===== config.mk =====
export PLATFORM = sky130hd
export DESIGN_NAME = alu_sequencer
export DESIGN_NICKNAME = d
export VERILOG_FILES = /design/src/rtl/alu_sequencer.sv
export SDC_FILE = /design/constraint.sdc
export NUM_CORES = 1
export LEC_CHECK = 0
export BUFFER_PORTS_ARGS = -buffer_cell sky130_fd_sc_hd__buf_2
export CELL_PAD_IN_SITES_DETAIL_PLACEMENT = 1
export CELL_PAD_IN_SITES_GLOBAL_PLACEMENT = 1
export CORE_ASPECT_RATIO = 0.7
export CORE_MARGIN = 2
export CORE_UTILIZATION = 45
export CTS_CLUSTER_DIAMETER = 80
export DETAILED_ROUTE_END_ITERATION = 10
export PLACE_DENSITY = 0.85
export SKIP_CTS_REPAIR_TIMING = 1
export SLEW_MARGIN = 20
export SYNTH_ARGS = -nofsm -noshare
export SYNTH_HDL_FRONTEND = slang
export SYNTH_SLANG_ARGS = --single-unit

===== constraint.sdc =====
create_clock -name clk -period 4.53 [get_ports clk]
set_input_delay 0 -clock clk [delete_from_list [all_inputs] [get_ports clk]]
set_output_delay 0 -clock clk [all_outputs]
set_load 0.005 [all_outputs]

===== src/rtl/alu_sequencer.sv =====
// Valid/ready front-end for the combinational 16-bit ALU: registers a request onto the ALU,
// waits a fixed settle time, captures the result and queues it in an in-order response FIFO.
module alu_sequencer #(
  parameter int WIDTH  = 16,
  parameter int SETTLE = 2,
  parameter int DEPTH  = 4
) (
  input  logic             clk,
  input  logic             rst,
  input  logic             req_valid,
  output logic             req_ready,
  input  logic [WIDTH-1:0] req_a,
  input  logic [WIDTH-1:0] req_b,
  input  logic [4:0]       req_code,
  input  logic             req_coe,
  output logic [WIDTH-1:0] alu_a,
  output logic [WIDTH-1:0] alu_b,
  output logic [4:0]       alu_code,
  output logic             alu_coe,
  input  logic [WIDTH-1:0] alu_c,
  input  logic             alu_vout,
  input  logic             alu_cout,
  output logic             rsp_valid,
  input  logic             rsp_ready,
  output logic [WIDTH-1:0] rsp_c,
  output logic             rsp_vout,
  output logic             rsp_cout,
  output logic             rsp_illegal,
  output logic [15:0]      op_count
);

  localparam int CNT_W   = (SETTLE > 1) ? $clog2(SETTLE) : 1;
  localparam int PTR_W   = (DEPTH > 1) ? $clog2(DEPTH) : 1;
  localparam int ENTRY_W = WIDTH + 3;

  localparam logic [CNT_W-1:0] SETTLE_LOAD = CNT_W'(SETTLE - 1);
  localparam logic [PTR_W:0]   DEPTH_CNT   = (PTR_W + 1)'(DEPTH);

  typedef enum logic [1:0] {
    S_IDLE,
    S_SETTLE,
    S_CAPTURE
  } state_t;

  state_t             state;
  logic [CNT_W-1:0]   settle_cnt;

  logic [ENTRY_W-1:0] mem [DEPTH];
  logic [PTR_W-1:0]   wr_ptr;
  logic [PTR_W-1:0]   rd_ptr;
  logic [PTR_W:0]     count;

  logic               accept;
  logic               code_legal;
  logic               push;
  logic               pop;
  logic [ENTRY_W-1:0] push_entry;

  function automatic logic is_legal(input logic [4:0] code);
    case (code)
      5'b00000, 5'b00001, 5'b00010, 5'b00011, 5'b00100, 5'b00101,
      5'b01000, 5'b01001, 5'b01010, 5'b01100,
      5'b10000, 5'b10001, 5'b10010, 5'b10011,
      5'b11000, 5'b11001, 5'b11010, 5'b11011, 5'b11100, 5'b11101:
        is_legal = 1'b1;
      default:
        is_legal = 1'b0;
    endcase
  endfunction

  // Only one operation is ever in flight, so gating acceptance on free space
  // guarantees the FIFO can never be pushed while full.
  assign req_ready  = (state == S_IDLE) && (count < DEPTH_CNT);
  assign accept     = req_valid && req_ready;
  assign code_legal = is_legal(req_code);

  // Illegal codes bypass the ALU and are answered with a flagged all-zero entry.
  assign push       = (state == S_CAPTURE) || (accept && !code_legal);
  assign push_entry = (state == S_CAPTURE) ? {alu_c, alu_vout, alu_cout, 1'b0}
                                           : {{WIDTH{1'b0}}, 1'b0, 1'b0, 1'b1};

  assign rsp_valid = (count != '0);
  assign pop       = rsp_valid && rsp_ready;

  always_ff @(posedge clk) begin
    if (rst) begin
      state      <= S_IDLE;
      settle_cnt <= '0;
      alu_a      <= '0;
      alu_b      <= '0;
      alu_code   <= '0;
      alu_coe    <= 1'b0;
    end else begin
      case (state)
        S_IDLE: begin
          if (accept && code_legal) begin
            alu_a      <= req_a;
            alu_b      <= req_b;
            alu_code   <= req_code;
            alu_coe    <= req_coe;
            settle_cnt <= SETTLE_LOAD;
            if (SETTLE == 1) state <= S_CAPTURE;
            else             state <= S_SETTLE;
          end
        end
        S_SETTLE: begin
          if (settle_cnt == '0) state <= S_CAPTURE;
          else                  settle_cnt <= settle_cnt - 1'b1;
        end
        S_CAPTURE: begin
          state <= S_IDLE;
        end
        default: begin
          state <= S_IDLE;
        end
      endcase
    end
  end

  always_ff @(posedge clk) begin
    if (push) mem[wr_ptr] <= push_entry;
  end

  // Pointers wrap naturally because DEPTH is a power of two.
  always_ff @(posedge clk) begin
    if (rst) begin
      wr_ptr   <= '0;
      rd_ptr   <= '0;
      count    <= '0;
      op_count <= '0;
    end else begin
      if (push) begin
        wr_ptr   <= wr_ptr + 1'b1;
        op_count <= op_count + 16'd1;
      end
      if (pop) rd_ptr <= rd_ptr + 1'b1;
      case ({push, pop})
        2'b10:   count <= count + 1'b1;
        2'b01:   count <= count - 1'b1;
        default: count <= count;
      endcase
    end
  end

  assign {rsp_c, rsp_vout, rsp_cout, rsp_illegal} = rsp_valid ? mem[rd_ptr] : '0;

endmodule


==> run summary, run 1 <==
Summing all multi-input logic gate instances after layout gives 1900 µm². The global route total overflow came out at 0. At the worst endpoint, the required time is 4.87 ns.

The mapped netlist covers 5630 µm². The internal power of the cells totals 2630 µW. By startpoint and endpoint, the worst setup path is classified as primary input to register.

The final cycle utilization of the critical path is 70.6%, and the post-synthesis average cell area is 12.3 µm². The headroom to the max-slew limit is 28.9%. Power spread over the standard cell area amounts to 482 nW/µm². Once detailed placement completed, the half-perimeter wirelength came to 9850 µm. For the initial standard-cell utilization of the core, the log shows 45.8%. met2 is the most crowded layer. The count of flip-flops with a built-in enable after synthesis came out at 76.

The worst-case hold slack is -0.0172 ns, and the count of fill cells added during filler insertion is 1272. TritonCTS built the clock tree. The share of synthesized area occupied by flip-flops and latches is 64.0%, and the overall track demand over capacity in global routing is 23.8%.

Across the VDD grid, the largest voltage drop is 297 µV. The first-pass iteration count of the detailed router is 5, and the die boundary height is 97.6 µm. Entering global routing, the biggest net connects 67 pins. The relative contribution of sequential cells to total power was 41.2%. The flip-flop and latch area came out at 3600 µm².

Of the post-synthesis cell area, the dominant cell type holds 40.6%. The tools report the static leakage as 0.00303 µW. Based on the critical path, the design can be clocked at up to 0.313 GHz.

The die is 138 µm wide. Library cell used as clock root buffer: clkbuf_16. At the end of routability-driven placement, the weighted congestion stood at 0.751.

The count of endpoints failing hold in the final timing report was 18; the net switching fraction of the power was 27.6%. The initial antenna violation count came out at 1. In the final routed layout, each cell accounts on average for 21.1 µm.

The clock drives 142 sinks. The synthesized design contains 142 register bits. The run finished, with violations left. The tools report the count of yosys warnings during synthesis as 0.

For this run, asynchronously set or reset flops after synthesis account for 0%. The number of clock buffers added by TritonCTS is 17. The maximum fanout along the worst path is 15, and the number of different library cells in the post-synthesis netlist is 35. The detail-routed via count per cell was 5.35. The number of global-route vias before repair was 4348; the post-placement cell area was 6420 µm². Setup repair after global routing left no endpoint under its margin.

After synthesis, the cell types taking the most area are edfxtp_1 41%, dfxtp_1 23%, mux4_2 7.6%. The count of nets after finishing was 704; the area added between synthesis and finish was 33.9%. For this run, global-route usage on met2 was measured as 38.8%. The power dissipated by switching net loads was 1000 µW. The cell type contributing the most total cell area after synthesis was edfxtp_1.

The floorplan step defined a die boundary enclosing 13400 µm². After floorplanning, the core was divided into 34 placement rows. Synthesis produced 459 cells. The run gives 526 as the number of nets in the synthesized netlist. The most used flip-flop cell after synthesis is edfxtp_1. In this run the count of I/O pins placed on the die edge is 135. For this run, design rule violations remaining after detail routing come to 0.

The endpoint arrival time on the critical path was 3.54 ns. The final routed wirelength across all metal layers was 17100 µm; the core region area was 12300 µm². The worst hold path belongs to the class primary input to register. Across the routed clock network, the largest skew measured is 0.00633 ns. Buffers placed on the I/O ports in this run total 134. The detail route stage leaves a number of antenna-violating nets equal to 0. In this run the deepest clock path goes through 2 buffers. The via count came out at 4346. The logs give 19.7% for the power share of the combinational group and 4 for the number of H-tree levels. Number of setup violations in the final report: 0. For the met3 demand-to-capacity share in global routing, the log shows 9.18%.

The tool flagged a number of max-cap violations equal to 0. Count of final max-slew check failures: 0. The later pin in the worst-skew pair is clocked with a latency of 0.43 ns. Once layout is done, the placed cells without fillers occupy 7530 µm². Clock-pin slew was measured on the worst setup and hold paths at 0.06 ns. The share of total power dissipated in the clock network is 39.1%. The post-route netlist has 31.2% of its cells at a drive strength greater than 1. Global routing used 28.6% of the available met1 tracks.

The tools report the wire length of the first global-routing pass as 23700 µm. The checks that failed: negative hold slack. The minimum clock period was 3.20 ns. STA classifies the critical path startpoint as a primary input. For the pin with the worst max-slew slack, the measured transition is 1.06 ns.

Violation count after the first detailed-routing iteration: 294. The tools report the final setup TNS as 0 ns. STA classifies the critical path endpoint as a register.
==> critical path, stage by stage <==
cell and delay, ns:
dlygate4sd3_1 0.57, buf_2 0.15, o2111ai_1 0.31, a21oi_2 0.26, nor2_2 0.71, ha_1 0.36
inv_1 0.09, fa_1 0.40, xor2_1 0.18, or3_1 0.31, a21oi_1 0.18
==> path summary, 6_finish.rpt <==
kind | from | end | slack, ns | depth (start not counted)
min | alu_cout | mem[2][1] | -0.02 | 2
max | req_code[2] | count[2] | 1.33 | 11
max reg2reg | count[2] | count[2] | 1.47 | 10
min reg2reg | alu_a[4] | alu_a[4] | 0.46 | 2
==> cell families (layout without fill, tap and decap cells) <==
logic type                 after synthesis  count (layout)  share of synthesized area, %
adders and majority gates                7               7                          1.69
xor gates and xnor gates                15              15                          2.33
AOI/OAI and AO/OA                       69              69                          6.67
other                                    0               1                             0
buffers and inverters                   35             226                          2.69
and+or+nand+nor                        172             172                          15.0
muxes                                   19              19                          7.60
DFF                                    142             142                          64.0
==> Yosys cell counts, types with 3 or more instances <==
master	number
edfxtp_1	76
nand2_1	82
inv_1	8
xor2_1	13
nor2b_1	7
clkbuf_1	15
o2111ai_1	3
or3_1	6
nor2_1	21
ha_1	6
nand4_1	3
buf_2	9
o211ai_1	5
o21ai_0	10
and2_1	40
mux4_2	19
dfxtp_1	66
a21oi_1	47
==> power groups by stage <==
stage	Sequential, µW	Combinational, µW	Clock, µW
final	1500	715	1420
after global placement	1510	628	0
after floorplan	1500	422	0
after global routing	1500	785	1490
after CTS	1490	683	1440
after detailed placement	1520	665	0
==> routing by layer <==
metal	wire [µm]	vias up
met4	455	0
li1	-	1970
met2	8590	173
met5	0	-
met1	6950	2169
met3	1150	34
==> per-stage QoR <==
stage               worst slack, ns  utilization (%)  instances  total power (µW)  hold slack, ns
floorplan                      2.19                -        459              1920           0.136
global placement               1.87             52.3        732              2130           0.241
detailed placement             1.59             52.3        732              2180           0.250
CTS                            1.56             57.2        764              3610          -0.202
global route                   1.19             61.3        813              3780         0.00413
finish                         1.33             61.3        813              3630         -0.0172
==> state kept, by name, indices dropped and copies added (netlist names), named ones only <==
signal and count:
alu_a 16, alu_b 16, alu_code 5, alu_coe 1, count 3, mem 76
op_count 16, rd_ptr 2, settle_cnt 1, state 2, wr_ptr 2
==> layout make-up <==
class                           count  share of cell area (%)
Antenna cell                        1                  0.0332
Inverter                            8                   0.399
Clock inverter                      9                   0.847
Timing Repair Buffer              186                    15.7
Clock buffer                       23                    7.22
Sequential cell                   142                    47.8
Tap cell                          162                    2.69
Multi-Input combinational cell    282                    25.3
==> cell usage in the layout (no fill, tap or decap), types with 3 or more instances in the layout <==
cell type / instances
a21oi_1: 47
and2_1: 40
buf_2: 133
buf_4: 5
clkbuf_16: 21
dfxtp_1: 66
dlygate4sd3_1: 48
edfxtp_1: 76
ha_1: 6
inv_1: 8
inv_4: 3
mux4_2: 19
nand2_1: 82
nand4_1: 3
nor2_1: 20
nor2b_4: 3
o2111ai_1: 3
o211ai_1: 5
o21ai_0: 10
or3_1: 6
xor2_1: 13
No activity file was read; power rests on OpenSTA's default activity.
==> run 2: changes to the inputs <==
CORE_UTILIZATION = 38   (was 45)
PLACE_DENSITY = 0.77   (was 0.85)
clock period = 2.7 ns   (was 4.53 ns; I/O delays follow)
==> run 2 against run 1 <==
Net effect:
- clock-buffer cell count is 6 lower
- sequential power up 66%
- hold slack improved by 0.011 ns
- via count down 2.1%
- final cell count increased by 5.4%
- critical path depth is 1 higher
- utilization is 8.5 points lower
- non-clock buffer count rose by 12
- first-iteration DRC count down 41%
- clock skew increased by 0.00065 ns
- highest routed layer unchanged
- die area rose by 18%
- the flow still finishes with violations (negative hold slack)
==> run summary, run 2 (synthesis results as in run 1) <==
Data required time at the worst endpoint: 3.03 ns (-1.84 ns). For the die footprint, the log shows 15800 µm² (+18%). The slew of the pin with the lowest slew margin is 1.05 ns (-0.0128 ns), and the final routed wirelength across all metal layers is 15400 µm (-10%). The wire length of the first global-routing pass is 22900 µm (-3.2%).

Worst hold path cell count: 2 (unchanged). The run finished, with violations left. The run gives 0 (-1) as the initial antenna violation count.

For the sink count of the clock tree, the log shows 142 (unchanged). The library cell used as clock root buffer is clkbuf_16. The tools report the startpoint of the worst-slack reg-to-reg timing path as state[0]. The minimum clock period was 2.26 ns. The run gives 545 µV (+84%) as the worst IR drop on VDD. The final setup TNS is 0 ns (unchanged), and the count of endpoints failing hold in the final timing report is 4 (-14). STA classifies the critical path endpoint as a register. The achievable frequency is 0.443 GHz, and the first-pass iteration count of the detailed router is 5 (unchanged). The number of flip-flops in the largest register came out at 76 (unchanged). The maximum fanout along the worst path was 3 (-12). Floorplan die width: 149 µm (+8.6%). TritonCTS built the clock tree.

The internal power consumption is 4640 µW (+76%), and the endpoint arrival time on the critical path is 2.58 ns (-0.96 ns). The detail-routed via count per cell is 4.96 (-7.2%). The run gives 0.00698 ns (+0.000647 ns) as the final setup skew. Die boundary height: 106 µm (+8.5%). The global route total overflow came out at 0 (unchanged). The tools report the portion of total power attributed to the clock network as 40.8% (+1.7 points).

The core region area is 14600 µm² (+19%), and the net switching fraction of the power is 25.7% (-1.9 points). Setup repair after global routing left no endpoint under its margin. STA classifies the critical path startpoint as a primary input. Number of global-route vias before repair: 4467 (+2.7%). The count of input and output buffers came out at 134 (unchanged).

On the critical path, the stage with the largest delay is an instance of dlygate4sd3_1. The relative contribution of sequential cells to total power was 39.9% (-1.3 points). The worst setup path is of the primary input to register kind.

For the overall track demand over capacity in global routing, the log shows 18.9% (-4.9 points). The power dissipated by switching net loads was 1610 µW (+60%); the clock tree buffer depth was 2 (unchanged). The worst-case hold slack was -0.00624 ns (+0.0109 ns). The tools report the count of nets after finishing as 716 (+1.7%).

The tools report the count of fill cells added during filler insertion as 1567 (+23%). Leaving out fill and tap cells, the most frequent cell in the layout is buf_2. The post-route total power came out at 6240 µW (+72%). The stage delay of the slowest cell on the critical path came out at 0.55 ns (-0.16 ns).

For the count of final max-slew check failures, the log shows 0 (unchanged). The tools report the number of H-tree levels as 4 (unchanged). The final reports fail on negative hold slack. The register with the most flip-flops is mem. The count of antenna-violating nets left after detailed routing came out at 0 (unchanged). The max-cap violation count was 0 (unchanged); the top-level I/O count was 135 (unchanged).

The run gives 0 (unchanged) as the DRC violation count after routing. The clock transition at the registers of the reported paths was 0.06 ns (about the same). The number of diodes came out at 0 (-1).

The per-cell routed wire length was 18.0 µm (-15%); the area added between synthesis and finish was 36.6%. The tools report the clock latency at the later pin of the worst-skew pair as 0.41 ns (-0.02 ns). Traced cell by cell, the critical path runs through dlygate4sd3_1, buf_2, nor2b_1, o21ai_1, a21oi_2, nor2_2, ha_1, inv_1, fa_1, xor2_1, or3_1, a21oi_1. The static leakage was 0.00308 µW (+1.7%).

For the maximum number of pins on one net before global-route repair, the log shows 56 (-16%). The number of buffers added by the clock tree synthesis step came out at 17 (unchanged). The flip-flop and latch area is 3600 µm² (unchanged).

The tools report the capturing point of the worst reg2reg path as count[2]. The total area of multi-input combinational cells was 1890 µm² (-0.79%). In the layout the commonest cells are 134 x buf_2, 82 x nand2_1, 76 x edfxtp_1, 66 x dfxtp_1, 51 x dlygate4sd3_1. The headroom to the max-slew limit was 30.1% (+1.2 points); the post-detailed-placement half-perimeter wirelength was 9480 µm (-3.8%). The ratio of cells with drive above 1 in the final layout works out to 31.9% (+0.64 points).

Total number of placement rows: 37 (+8.8%). The initial standard-cell utilization of the core came out at 38.6% (-7.2 points). The terminating pin of the worst hold path is mem[3][18].

The violation count after the first detailed-routing iteration was 172 (-41%); the number of setup violations in the final report was 0 (unchanged). The worst hold path begins at alu_c[15]. The worst path uses 83.7% of the clock period. The flop-to-flop setup slack came out at 0.53 ns (-0.94 ns).

The final estimated routing congestion in global placement is 0.746 (-0.71%), and the length in cells of the worst reg-to-reg path is 10 (unchanged). Power share of the combinational group: 19.3% (-0.4 points). The worst hold path belongs to the class primary input to register. The power density over cell area works out to 812 nW/µm² (+68%).

The via count was 4253 (-2.1%).
-- run 2: changes by cell type in the layout (fill, tap and decap cells not counted), sizes merged, moves of 2 or more --
cell and delta:
inv -5, bufinv +5, clkinvlp +4, clkbuf -6, dlygate4sd3 +3, clkinv +2
buf +9
-- run 2: final cells by class --
class                           count  share of cell area, %
Clock inverter                     15                   2.86
Sequential cell                   142                   46.9
Timing Repair Buffer              198                   16.6
Inverter                            8                  0.390
Tap cell                          195                   3.17
Clock buffer                       17                   5.53
Multi-Input combinational cell    282                   24.6
-- run 2: worst max-delay path: cells and delay by family --
kind,cells,cell delay [ns]
buffers and inverters,3,0.76
adder cells (fa/ha/maj),2,0.58
AND/OR/NAND/NOR,3,0.57
AO/OA/AOI/OAI,3,0.50
XOR/XNOR,1,0.16
-- run 2: worst max path at each step --
stage / start / endpoint / slack [ns] / cells past startpoint
finish: req_code[4] / count[2] / 0.44 / 12
global route: req_code[1] / count[2] / 0.35 / 11
CTS: count[2] / count[2] / 0.55 / 8
detailed placement: count[2] / count[2] / 0.57 / 8
global placement: count[2] / count[2] / 0.71 / 8
floorplan: state[0] / mem[0][0] / 0.36 / 6
-- run 2: power by group through the flow --
stage / registers (µW) / logic, µW / clock network, µW
final: 2490 / 1210 / 2550
after global placement: 2520 / 1110 / 0
after floorplan: 2520 / 708 / 0
after CTS: 2490 / 1160 / 2580
after global routing: 2500 / 1350 / 2680
after detailed placement: 2530 / 1150 / 0
-- run 2: per-stage QoR --
step	setup WS, ns	instance area (µm²)	instances	hold slack (ns)	utilization, %
after floorplan	0.356	5630	459	0.136	-
after global placement	0.706	6530	774	0.240	44.8
after detailed placement	0.567	6530	774	0.248	44.8
after CTS	0.553	7180	806	-0.189	49.2
after global routing	0.353	7690	857	0.00186	52.7
final	0.441	7690	857	-0.00624	52.7
-- run 2: metal layers --
layer / GRT usage, % / share of wire (%) / wire [µm]
met1: 22.7 / 42 / 6490
met2: 32.0 / 51 / 7820
met3: 6.32 / 5.4 / 839
met4: 5.92 / 1.9 / 291
met5: 0 / 0 / 0
==> run 3: changes to the inputs <==
clock period = 2 ns   (was 2.7 ns; I/O delays follow)
==> run 3 against run 2 <==
Net effect:
- critical path depth decreased by 2
- highest routed layer unchanged
- clock-buffer cell count rose by 1
- wire length up 0.47%
- clock power rose by 34%
- the flow finishes with violations (negative hold slack, negative setup slack)
- largest cell class unchanged
- largest power group unchanged
==> run summary, run 3 (synthesis results as in run 1) <==
The flow ran to the end, but the final reports show violations. The checks that failed: negative hold slack, negative setup slack. The endpoint arrival time on the critical path is 2.46 ns (-0.12 ns), and the ratio of cells with drive above 1 in the final layout is 33.9% (+2.1 points).

The post-placement cell area is 6620 µm² (+1.4%). The floorplan die width was 149 µm (unchanged). TritonCTS built the clock tree. The number of setup violations in the final report is 77 (+77), and the maximum fanout along the worst path is 4 (+1).

The logs give 7880 µm² (+2.5%) for the cell area after layout and 4 (unchanged) for the count of endpoints failing hold in the final timing report. The count of antenna-violating nets left after detailed routing was 0 (unchanged). The overall track demand over capacity in global routing was 18.2% (-0.68 points). For the worst path setup slack after routing, the log shows -0.118 ns (-0.559 ns).

The category of the worst setup path capture point is a register. The tools report the instance count after placement with tap cells included as 777 (+0.39%). The library cell used most frequently in the layout, excluding fill and tap cells, is buf_2.

The initial standard-cell utilization of the core is 38.6% (unchanged), and the final cycle utilization of the critical path is 106%. The setup path with the least slack is of type register to register. The power density over cell area was 1090 nW/µm² (+34%); the DRC violation count after routing was 0 (unchanged). The number of flip-flops in the largest register is 76 (unchanged), and the die boundary height is 106 µm (unchanged). The static leakage was 0.00316 µW (+2.5%). The run gives 0 (unchanged) as the count of final max-slew check failures. The initial antenna violation count is 0 (unchanged). For the worst IR drop on VDD, the log shows 627 µV (+15%). The run gives 45.2% (+15 points) as the headroom to the max-slew limit.

The logs give 867 (+1.2%) for the number of standard cells in the layout, taps in and fillers out and 0.00661 ns (-0.000366 ns) for the final setup skew. The detail-routed via count per cell was 4.91 (-1.0%); the top-level I/O count was 135 (unchanged). Subtracting the final worst setup slack from the clock period gives 2.12 ns.

For the data required time at the worst endpoint, the log shows 2.34 ns (-0.69 ns). For the violation count after the first detailed-routing iteration, the log shows 155 (-9.9%). The maximum number of pins on one net before global-route repair is 43 (-23%). Final routed wirelength across all metal layers: 15500 µm (+0.47%). For the number of global-route vias before repair, the log shows 4261 (-4.6%). The run gives -0.0203 ns (-0.0141 ns) as the worst-case hold slack.

The min-delay analysis places its worst path in the category primary input to register. Count of nets after finishing: 726 (+1.4%). The first-pass iteration count of the detailed router is 4 (-1).

The top cell types in the final layout, fill and taps aside, are 134 x buf_2, 82 x nand2_1, 76 x edfxtp_1, 62 x dfxtp_1, 53 x dlygate4sd3_1. Achievable frequency: 0.472 GHz. The run gives 14600 µm² (unchanged) as the core region area.

For the max-cap violation count, the log shows 0 (unchanged). The per-cell routed wire length came out at 17.9 µm (-0.69%). Setup repair after global routing could not meet its margin everywhere.

The number of diodes came out at 0 (unchanged). Number of buffers added by the clock tree synthesis step: 17 (unchanged). The clock latency at the later pin of the worst-skew pair is 0.42 ns (about the same), and the area added between synthesis and finish is 40.1%. The run gives 0 (unchanged) as the global route total overflow. The worst setup path is launched from a register. The run gives 4258 (+0.12%) as the via count. The final estimated routing congestion in global placement is 0.756 (+1.4%), and the sink count of the clock tree is 142 (unchanged).

The slew of the pin with the lowest slew margin was 0.821 ns (-0.227 ns); the clock transition at the registers of the reported paths was 0.06 ns (about the same). The tools report the wire length of the first global-routing pass as 21900 µm (-4.7%). The logs give 15800 µm² (unchanged) for the die footprint and 37 (unchanged) for the total number of placement rows.

Count of input and output buffers: 134 (unchanged). The library cell used as clock root buffer was clkbuf_16. The register with the most flip-flops is mem. For the clock tree buffer depth, the log shows 2 (unchanged). The number of H-tree levels is 4 (unchanged). The tools report the post-detailed-placement half-perimeter wirelength as 9190 µm (-3.1%).
==> run 3: changes by cell type in the layout (fill, tap and decap cells not counted), moves of 2 or more <==
cell,change
buf_12,+5
buf_4,+3
clkinvlp_4,-3
dfxtp_1,-4
dfxtp_2,+3
dlygate4sd3_1,+2
inv_6,+2
nor2b_2,-4
nor2b_4,+4
==> run 3: final cells by class <==
type | count | area (µm²)
clock buffer | 18 | 429
clock inverter | 14 | 215
fill | 1539 | 6700
inverter | 8 | 30.0
multi-input combinational | 282 | 1930
sequential | 142 | 3610
tap | 195 | 244
timing repair buffer | 208 | 1420
==> run 3: routing by layer <==
metal  up-vias  track usage [%]  wire length, µm
met5         -                0                0
met4         0             5.71              179
met3        20             6.23              766
met2        95             28.3             7740
met1      2133             24.1             6830
li1       2010                -                -
==> run 3: report_power, final <==
group | internal (µW) | total [µW] | switching, µW
logic | 911 | 1800 | 890
clock network | 2210 | 3420 | 1200
registers | 3260 | 3370 | 108
total | 6390 | 8590 | 2200
==> run 3: path summary, 6_finish.rpt <==
kind / from / to / slack, ns / depth (start not counted)
worst max register to register: count[2] / count[2] / -0.12 / 10
worst max-delay path: count[2] / count[2] / -0.12 / 10
worst min register to register: alu_a[12] / alu_a[12] / 0.46 / 2
worst min-delay path: alu_c[9] / mem[3][12] / -0.02 / 2
==> run 3: critical path, cell delays in order, from the launching register on <==
cell and delay [ns]:
dfxtp_4 0.38, nor3_4 0.05, nand2_2 0.09, a21oi_4 0.05
nor2_2 0.15, ha_2 0.21, inv_2 0.05, fa_2 0.36
xor2_1 0.17, or3_1 0.40, a21oi_2 0.12
==> run 3: per-stage QoR <==
step / hold slack, ns / utilization [%] / setup TNS, ns / setup slack [ns] / total power, µW
floorplan: 0.136 / - / -22.94 / -0.301 / 4360
global placement: 0.242 / 45.4 / 0 / 0.0208 / 4970
global route: 0.00303 / 54.1 / -6.80 / -0.204 / 8990
detailed placement: 0.250 / 45.4 / -0.126 / -0.126 / 5050
CTS: -0.200 / 49.8 / -0.189 / -0.165 / 8490
finish: -0.0203 / 54.1 / -0.757 / -0.118 / 8590
